### config.mk
export PLATFORM = sky130hd
export DESIGN_NAME = apb_master_nslv_flat
export DESIGN_NICKNAME = d
export VERILOG_FILES = /design/src/rtl/apb_master_nslv_if.sv /design/src/rtl/apb_master_nslv.sv /design/src/flat_wrapper.sv
export SDC_FILE = /design/constraint.sdc
export NUM_CORES = 1
export LEC_CHECK = 0
export CAP_MARGIN = 20
export CORE_AREA = 2 2 118 120
export CTS_CLUSTER_SIZE = 30
export DETAILED_ROUTE_END_ITERATION = 10
export DIE_AREA = 0 0 120 122
export PLACE_DENSITY = 0.87
export SLEW_MARGIN = 10
export SYNTH_ARGS = -nofsm -noshare
export SYNTH_HDL_FRONTEND = slang
export SYNTH_SLANG_ARGS = --single-unit
export TNS_END_PERCENT = 30
### constraint.sdc
create_clock -name PCLK -period 4.59 [get_ports PCLK]
set_input_delay 0.6885 -clock PCLK [delete_from_list [all_inputs] [get_ports PCLK]]
set_output_delay 0.6885 -clock PCLK [all_outputs]
set_load 0.005 [all_outputs]
### src/rtl/apb_master_nslv_if.sv
// apb_master_nslv_if
//   APB bus bundle between one master and NSLV slaves.
//   master modport: drives PADDR/PWDATA/PWRITE/PSEL/PENABLE and
//                   observes PREADY/PRDATA/PSLVERR.
//   slave modport : the mirror image, used by slave-side models.
//   Parameters AWIDTH/DWIDTH/NSLV must match the master instance.
//   PRDATA packs slave i at bits [i*DWIDTH +: DWIDTH].
interface apb_master_nslv_if #(
  parameter int AWIDTH = 32,
  parameter int DWIDTH = 32,
  parameter int NSLV   = 4
);
  logic [AWIDTH-1:0]      PADDR;
  logic [DWIDTH-1:0]      PWDATA;
  logic                   PWRITE;
  logic [NSLV-1:0]        PSEL;
  logic                   PENABLE;
  logic [NSLV-1:0]        PREADY;
  logic [NSLV*DWIDTH-1:0] PRDATA;
  logic [NSLV-1:0]        PSLVERR;

  modport master (
    output PADDR, PWDATA, PWRITE, PSEL, PENABLE,
    input  PREADY, PRDATA, PSLVERR
  );

  modport slave (
    input  PADDR, PWDATA, PWRITE, PSEL, PENABLE,
    output PREADY, PRDATA, PSLVERR
  );
endinterface

### src/rtl/apb_master_nslv.sv
// apb_master_nslv
//   APB master that turns a simple request strobe into one APB transfer
//   to one of NSLV slaves. The slave is chosen by the address field
//   ADDR_IN[SEL_LSB +: clog2(NSLV)]; an index with no slave behind it
//   completes with an error and never raises PSEL.
//
// Ports
//   PCLK, PRESETn        clock, asynchronous active-low reset
//   TRANSFER             request strobe, sampled in IDLE or on the
//                        completing ACCESS cycle (back-to-back)
//   WRITE_IN, ADDR_IN,
//   WDATA_IN             request attributes, captured with TRANSFER
//   RDATA                last read data (held across writes/errors)
//   DONE                 one-cycle completion pulse
//   ERR                  error flag, valid while DONE is high
//   BUSY                 high whenever the FSM is not in IDLE
//   bus                  APB bus (apb_master_nslv_if.master)
//
// Configuration
//   APB_MASTER_NSLV_TIMEOUT_EN  when defined, an ACCESS that sees
//   TIMEOUT non-ready cycles is abandoned and completes with ERR=1.
//   Without it ACCESS waits forever and TIMEOUT is ignored.
module apb_master_nslv #(
  parameter int AWIDTH  = 32,
  parameter int DWIDTH  = 32,
  parameter int NSLV    = 4,
  parameter int SEL_LSB = 8,
  parameter int TIMEOUT = 255
) (
  input  logic              PCLK,
  input  logic              PRESETn,
  input  logic              TRANSFER,
  input  logic              WRITE_IN,
  input  logic [AWIDTH-1:0] ADDR_IN,
  input  logic [DWIDTH-1:0] WDATA_IN,
  output logic [DWIDTH-1:0] RDATA,
  output logic              DONE,
  output logic              ERR,
  output logic              BUSY,
  apb_master_nslv_if.master bus
);

  localparam int SEL_W = (NSLV > 1) ? $clog2(NSLV) : 1;

  typedef enum logic [1:0] {
    ST_IDLE,
    ST_SETUP,
    ST_ACCESS,
    ST_DERR
  } state_t;

  state_t           state;
  logic [SEL_W-1:0] sel_idx;
  logic [SEL_W-1:0] req_idx;
  logic             req_valid;
  logic             sel_ready;
  logic             sel_err;
  logic [DWIDTH-1:0] sel_rdata;
  logic             accept;

  assign req_idx = ADDR_IN[SEL_LSB +: SEL_W];

  // When NSLV is a power of two every index is populated, so the range
  // check collapses to a constant instead of a degenerate comparison.
  generate
    if (NSLV == (1 << SEL_W)) begin : g_full_decode
      assign req_valid = 1'b1;
    end else begin : g_part_decode
      assign req_valid = (req_idx < SEL_W'(NSLV));
    end
  endgenerate

  // Only the selected slave's response lines are ever looked at.
  assign sel_ready = bus.PREADY[sel_idx];
  assign sel_err   = bus.PSLVERR[sel_idx];
  assign sel_rdata = bus.PRDATA[int'(sel_idx) * DWIDTH +: DWIDTH];

  // A new request is taken from IDLE, or on the cycle an ACCESS completes
  // so that back-to-back transfers lose no cycle.
  assign accept = TRANSFER &&
                  ((state == ST_IDLE) || ((state == ST_ACCESS) && sel_ready));

`ifdef APB_MASTER_NSLV_TIMEOUT_EN
  logic [15:0] wait_cnt;
  logic        timed_out;
  // wait_cnt holds the non-ready cycles already seen; the current one
  // is the TIMEOUT-th when the count equals TIMEOUT-1.
  assign timed_out = (wait_cnt == 16'(TIMEOUT - 1));
`else
  logic unused_timeout;
  assign unused_timeout = (TIMEOUT > 0);
`endif

  // Single registered FSM. Completion actions are written in the case,
  // then a same-cycle accept overrides the next state and bus fields.
  always_ff @(posedge PCLK or negedge PRESETn) begin
    if (!PRESETn) begin
      state       <= ST_IDLE;
      sel_idx     <= '0;
      bus.PADDR   <= '0;
      bus.PWDATA  <= '0;
      bus.PWRITE  <= 1'b0;
      bus.PSEL    <= '0;
      bus.PENABLE <= 1'b0;
      RDATA       <= '0;
      DONE        <= 1'b0;
      ERR         <= 1'b0;
      BUSY        <= 1'b0;
`ifdef APB_MASTER_NSLV_TIMEOUT_EN
      wait_cnt    <= '0;
`endif
    end else begin
      DONE <= 1'b0;
      ERR  <= 1'b0;

      case (state)
        ST_IDLE: begin
          BUSY <= 1'b0;
        end

        ST_SETUP: begin
          state       <= ST_ACCESS;
          bus.PENABLE <= 1'b1;
        end

        ST_ACCESS: begin
          if (sel_ready) begin
            DONE <= 1'b1;
            ERR  <= sel_err;
            if (!bus.PWRITE) begin
              RDATA <= sel_rdata;
            end
            state       <= ST_IDLE;
            bus.PSEL    <= '0;
            bus.PENABLE <= 1'b0;
            BUSY        <= 1'b0;
          end
`ifdef APB_MASTER_NSLV_TIMEOUT_EN
          else if (timed_out) begin
            DONE        <= 1'b1;
            ERR         <= 1'b1;
            state       <= ST_IDLE;
            bus.PSEL    <= '0;
            bus.PENABLE <= 1'b0;
            BUSY        <= 1'b0;
          end else begin
            wait_cnt <= wait_cnt + 16'd1;
          end
`endif
        end

        ST_DERR: begin
          DONE  <= 1'b1;
          ERR   <= 1'b1;
          state <= ST_IDLE;
          BUSY  <= 1'b0;
        end

        default: begin
          state <= ST_IDLE;
        end
      endcase

      if (accept) begin
        bus.PADDR   <= ADDR_IN;
        bus.PWDATA  <= WDATA_IN;
        bus.PWRITE  <= WRITE_IN;
        bus.PENABLE <= 1'b0;
        sel_idx     <= req_idx;
        BUSY        <= 1'b1;
`ifdef APB_MASTER_NSLV_TIMEOUT_EN
        wait_cnt    <= '0;
`endif
        if (req_valid) begin
          state    <= ST_SETUP;
          bus.PSEL <= NSLV'(1) << req_idx;
        end else begin
          state    <= ST_DERR;
          bus.PSEL <= '0;
        end
      end
    end
  end

endmodule
### src/flat_wrapper.sv
// flat-port wrapper written by rule: the top's interface ports become plain ports
module apb_master_nslv_flat 
#(
  parameter int AWIDTH  = 32,
  parameter int DWIDTH  = 32,
  parameter int NSLV    = 4,
  parameter int SEL_LSB = 8,
  parameter int TIMEOUT = 255
)
  (PCLK, PRESETn, TRANSFER, WRITE_IN, ADDR_IN, WDATA_IN, RDATA, DONE, ERR, BUSY, bus_PADDR, bus_PWDATA, bus_PWRITE, bus_PSEL, bus_PENABLE, bus_PREADY, bus_PRDATA, bus_PSLVERR);
  apb_master_nslv_if #(.AWIDTH(AWIDTH), .DWIDTH(DWIDTH), .NSLV(NSLV)) bus_i ();
  input  logic PCLK;
  input  logic PRESETn;
  input  logic TRANSFER;
  input  logic WRITE_IN;
  input  logic [AWIDTH-1:0] ADDR_IN;
  input  logic [DWIDTH-1:0] WDATA_IN;
  output logic [DWIDTH-1:0] RDATA;
  output logic DONE;
  output logic ERR;
  output logic BUSY;
  output wire logic [$bits(bus_i.PADDR)-1:0] bus_PADDR;
  output wire logic [$bits(bus_i.PWDATA)-1:0] bus_PWDATA;
  output wire logic [$bits(bus_i.PWRITE)-1:0] bus_PWRITE;
  output wire logic [$bits(bus_i.PSEL)-1:0] bus_PSEL;
  output wire logic [$bits(bus_i.PENABLE)-1:0] bus_PENABLE;
  input wire logic [$bits(bus_i.PREADY)-1:0] bus_PREADY;
  input wire logic [$bits(bus_i.PRDATA)-1:0] bus_PRDATA;
  input wire logic [$bits(bus_i.PSLVERR)-1:0] bus_PSLVERR;
  assign bus_PADDR = bus_i.PADDR;
  assign bus_PWDATA = bus_i.PWDATA;
  assign bus_PWRITE = bus_i.PWRITE;
  assign bus_PSEL = bus_i.PSEL;
  assign bus_PENABLE = bus_i.PENABLE;
  assign bus_i.PREADY = bus_PREADY;
  assign bus_i.PRDATA = bus_PRDATA;
  assign bus_i.PSLVERR = bus_PSLVERR;
  apb_master_nslv #(.AWIDTH(AWIDTH), .DWIDTH(DWIDTH), .NSLV(NSLV), .SEL_LSB(SEL_LSB), .TIMEOUT(TIMEOUT)) u_core (.PCLK(PCLK), .PRESETn(PRESETn), .TRANSFER(TRANSFER), .WRITE_IN(WRITE_IN), .ADDR_IN(ADDR_IN), .WDATA_IN(WDATA_IN), .RDATA(RDATA), .DONE(DONE), .ERR(ERR), .BUSY(BUSY), .bus(bus_i));
endmodule
==> flow_summary.toml <==
[critical_path]
crit_type = "reg2reg"
worstPathMaxFanout = 73
cp.arrival_ps = 2940
slowest_delay_ps = 740
cp_slowest_cell = "buf_4"
required_ps = 4820
start_kind = "flip-flop"
crit_chain = "inv_1 -> ha_1 -> nand3_1 -> o221ai_4 -> buf_4 -> mux2_1"
cp-end-kind = "flip-flop"

[yosys]
synth-main-ff-cell = "dfrtp_1"
synth-seq-cells = 107
synth_cell_types = 27
netlist_area_mm2 = 0.004977
async_flop_share = 1.000
yosysWarnings = 0
ys_seq_area_frac = 0.5380
synthCells = 297
syn-num-nets = 505
syn_area_per_cell_um2 = 16.76
synth_edf_count = 0

[drt]
drt_iter0_drc = 154
totalWireLength_mm = 15.34
wl_per_cell_um = 19.47
first_pass_iters = 4
drc = 0
vias_per_cell = 4.883
ant_nets = 0
vias = 3848

[floorplan]
core_mm2 = 0.01350
num_rows = 43
die-area_mm2 = 0.01464
start_util = 0.3686
die_x_um = 120
io_pins = 309
die_h_um = 122

[sta]
fmax_ghz = 0.3682
worst_hold_slack_ps = 246.0
slew_headroom = 0.3648
setup_tns_ps = 0
setup_viol = 0
slew_viol_final = 0
skew_ps = 7.416
layout_min_cycle_time_ps = 2716
tightest_slew_ps = 952.7
rsz0062_at_grt = "no"
fin_ws_ps = 1874
period_share = 0.5917
final_hold_viol_count = 0

[clock_network]
cts_buffers = 9
cts_setup_buffers = 0
cts.repair.resized = 0
cts.sinks = 107
clk_latency_ps = 350
clockBufferDepth = 2
cts_max_level = 3
clk_pin_slew_ps = 70
cts_root_buffer = "clkbuf_16"
cts_hold_buffers = 0
cts_tree = "done"

[finish]
layout_common_cells = "307 x clkdlybuf4s50_1, 105 x dfrtp_1, 97 x mux2_1"
area_growth_pct = 72.52
final_util = 0.6359
drive_above_1_share = 0.1087
final_common_cell = "clkdlybuf4s50_1"
fin_cells = 788
fin_nets = 810

[placement]
gp_congestion = 0.8881
hpwl_mm = 11.83
portBuffers = 308
place_inst = 770
post-place-ws_ps = 1671

[run_status]
status = "complete, no violations"

[global_routing]
grt_pass1_vias = 4427
antenna_found_initial = 1
grt_pass1_wl_mm = 23.47
overflow = 0
grt_max_degree = 78
grt.total_usage = 0.2101

[power]
leakagePower_nw = 3.447
irDropWorstVdd_uv = 372.1
power_density_mw_per_mm2 = 603.6

[job]
max_cap_violations = 0

[worst_hold_path]
hp-class = "in2async"
## worst max-delay path, delay by kind of cell, from the launching register on
| family | cells | cell delay (ps) |
|---|---|---|
| muxes | 1 | 400 |
| DFF | 1 | 420 |
| buffers and inverters | 2 | 840 |
| and+or+nand+nor | 1 | 220 |
| AOI/OAI and AO/OA | 1 | 220 |
| adders and majority gates | 1 | 410 |
## final cells by class
class,instances,area [um2]
Fill cell,1006,4917
Sequential cell,107,2680
Clock inverter,7,123.9
Tap cell,180,225.2
Timing Repair Buffer,314,3146
Clock buffer,9,225.2
Multi-Input combinational cell,166,2170
Inverter,4,15.01
Antenna cell,1,2.502
## cells in the mapped netlist (2+ instances only)
library cell,count,share of area
buf_4,3,0.0045
nand2_1,3,0.0023
mux4_2,34,0.15
inv_1,4,0.0030
ha_1,4,0.010
buf_6,2,0.0045
a21boi_0,3,0.0045
nor2b_1,2,0.0025
clkbuf_1,4,0.0030
buf_2,11,0.011
dfrtp_1,107,0.54
nand3b_1,2,0.0030
mux2_1,97,0.22
a31o_1,2,0.0035
o21ai_0,2,0.0020
mux2i_1,3,0.0060
mux2_2,4,0.0090
## state kept, by name, indices dropped and copies added, names as in the netlist
name	count
u_core.state	2
u_core.ERR	1
u_core.bus.PSEL	4
u_core.DONE	1
u_core.bus.PENABLE	1
u_core.bus.PWDATA	32
u_core.BUSY	1
u_core.RDATA	32
u_core.bus.PWRITE	1
u_core.bus.PADDR	32
## final timing paths
check,startpoint,end,slack (ps),cells past startpoint
worst max register to register,u_core.state[0],u_core.bus.PADDR[9],1870,6
min in group PCLK,u_core.bus.PWDATA[23],u_core.bus.PWDATA[23],480,1
worst min-delay path,PRESETn,u_core.bus.PWDATA[7],250,1
worst max-delay path,u_core.state[0],u_core.bus.PADDR[9],1870,6
max in group asynchronous,PRESETn,u_core.bus.PADDR[17],3290,3
worst min register to register,u_core.bus.PWDATA[23],u_core.bus.PWDATA[23],480,1
## through the flow
stage / instance area [um2] / power, mW
floorplan: 4977 / 2.903
global placement: 8208 / 4.215
detailed placement: 8208 / 4.334
CTS: 8557 / 5.262
global route: 8587 / 5.512
finish: 8587 / 5.183
## power breakdown
part | switching [mW] | total, mW | internal (mW)
Combinational | 0.891 | 2.56 | 1.67
Sequential | 0.294 | 1.73 | 1.43
Clock | 0.360 | 0.899 | 0.539
## layer usage
metal,global-route usage,wire length [um],up-vias
li1,-,-,1725
met1,0.2271,5586,1920
met2,0.3839,8120,179
met3,0.06648,1297,24
met4,0.07941,336,0
met5,0,0,-
## cells by family (layout without fill, tap and decap cells)
| kind of cell | count (synthesis) | in the layout | share of synthesized area |
|---|---|---|---|
| simple gates | 10 | 10 | 0.01081 |
| compound gates | 14 | 14 | 0.02665 |
| fa+ha+maj | 4 | 4 | 0.01006 |
| flops | 107 | 107 | 0.5380 |
| other cells | 0 | 1 | 0 |
| mux | 138 | 138 | 0.3884 |
| buf+inv | 24 | 334 | 0.02614 |
No activity file was read; power rests on OpenSTA's default activity.
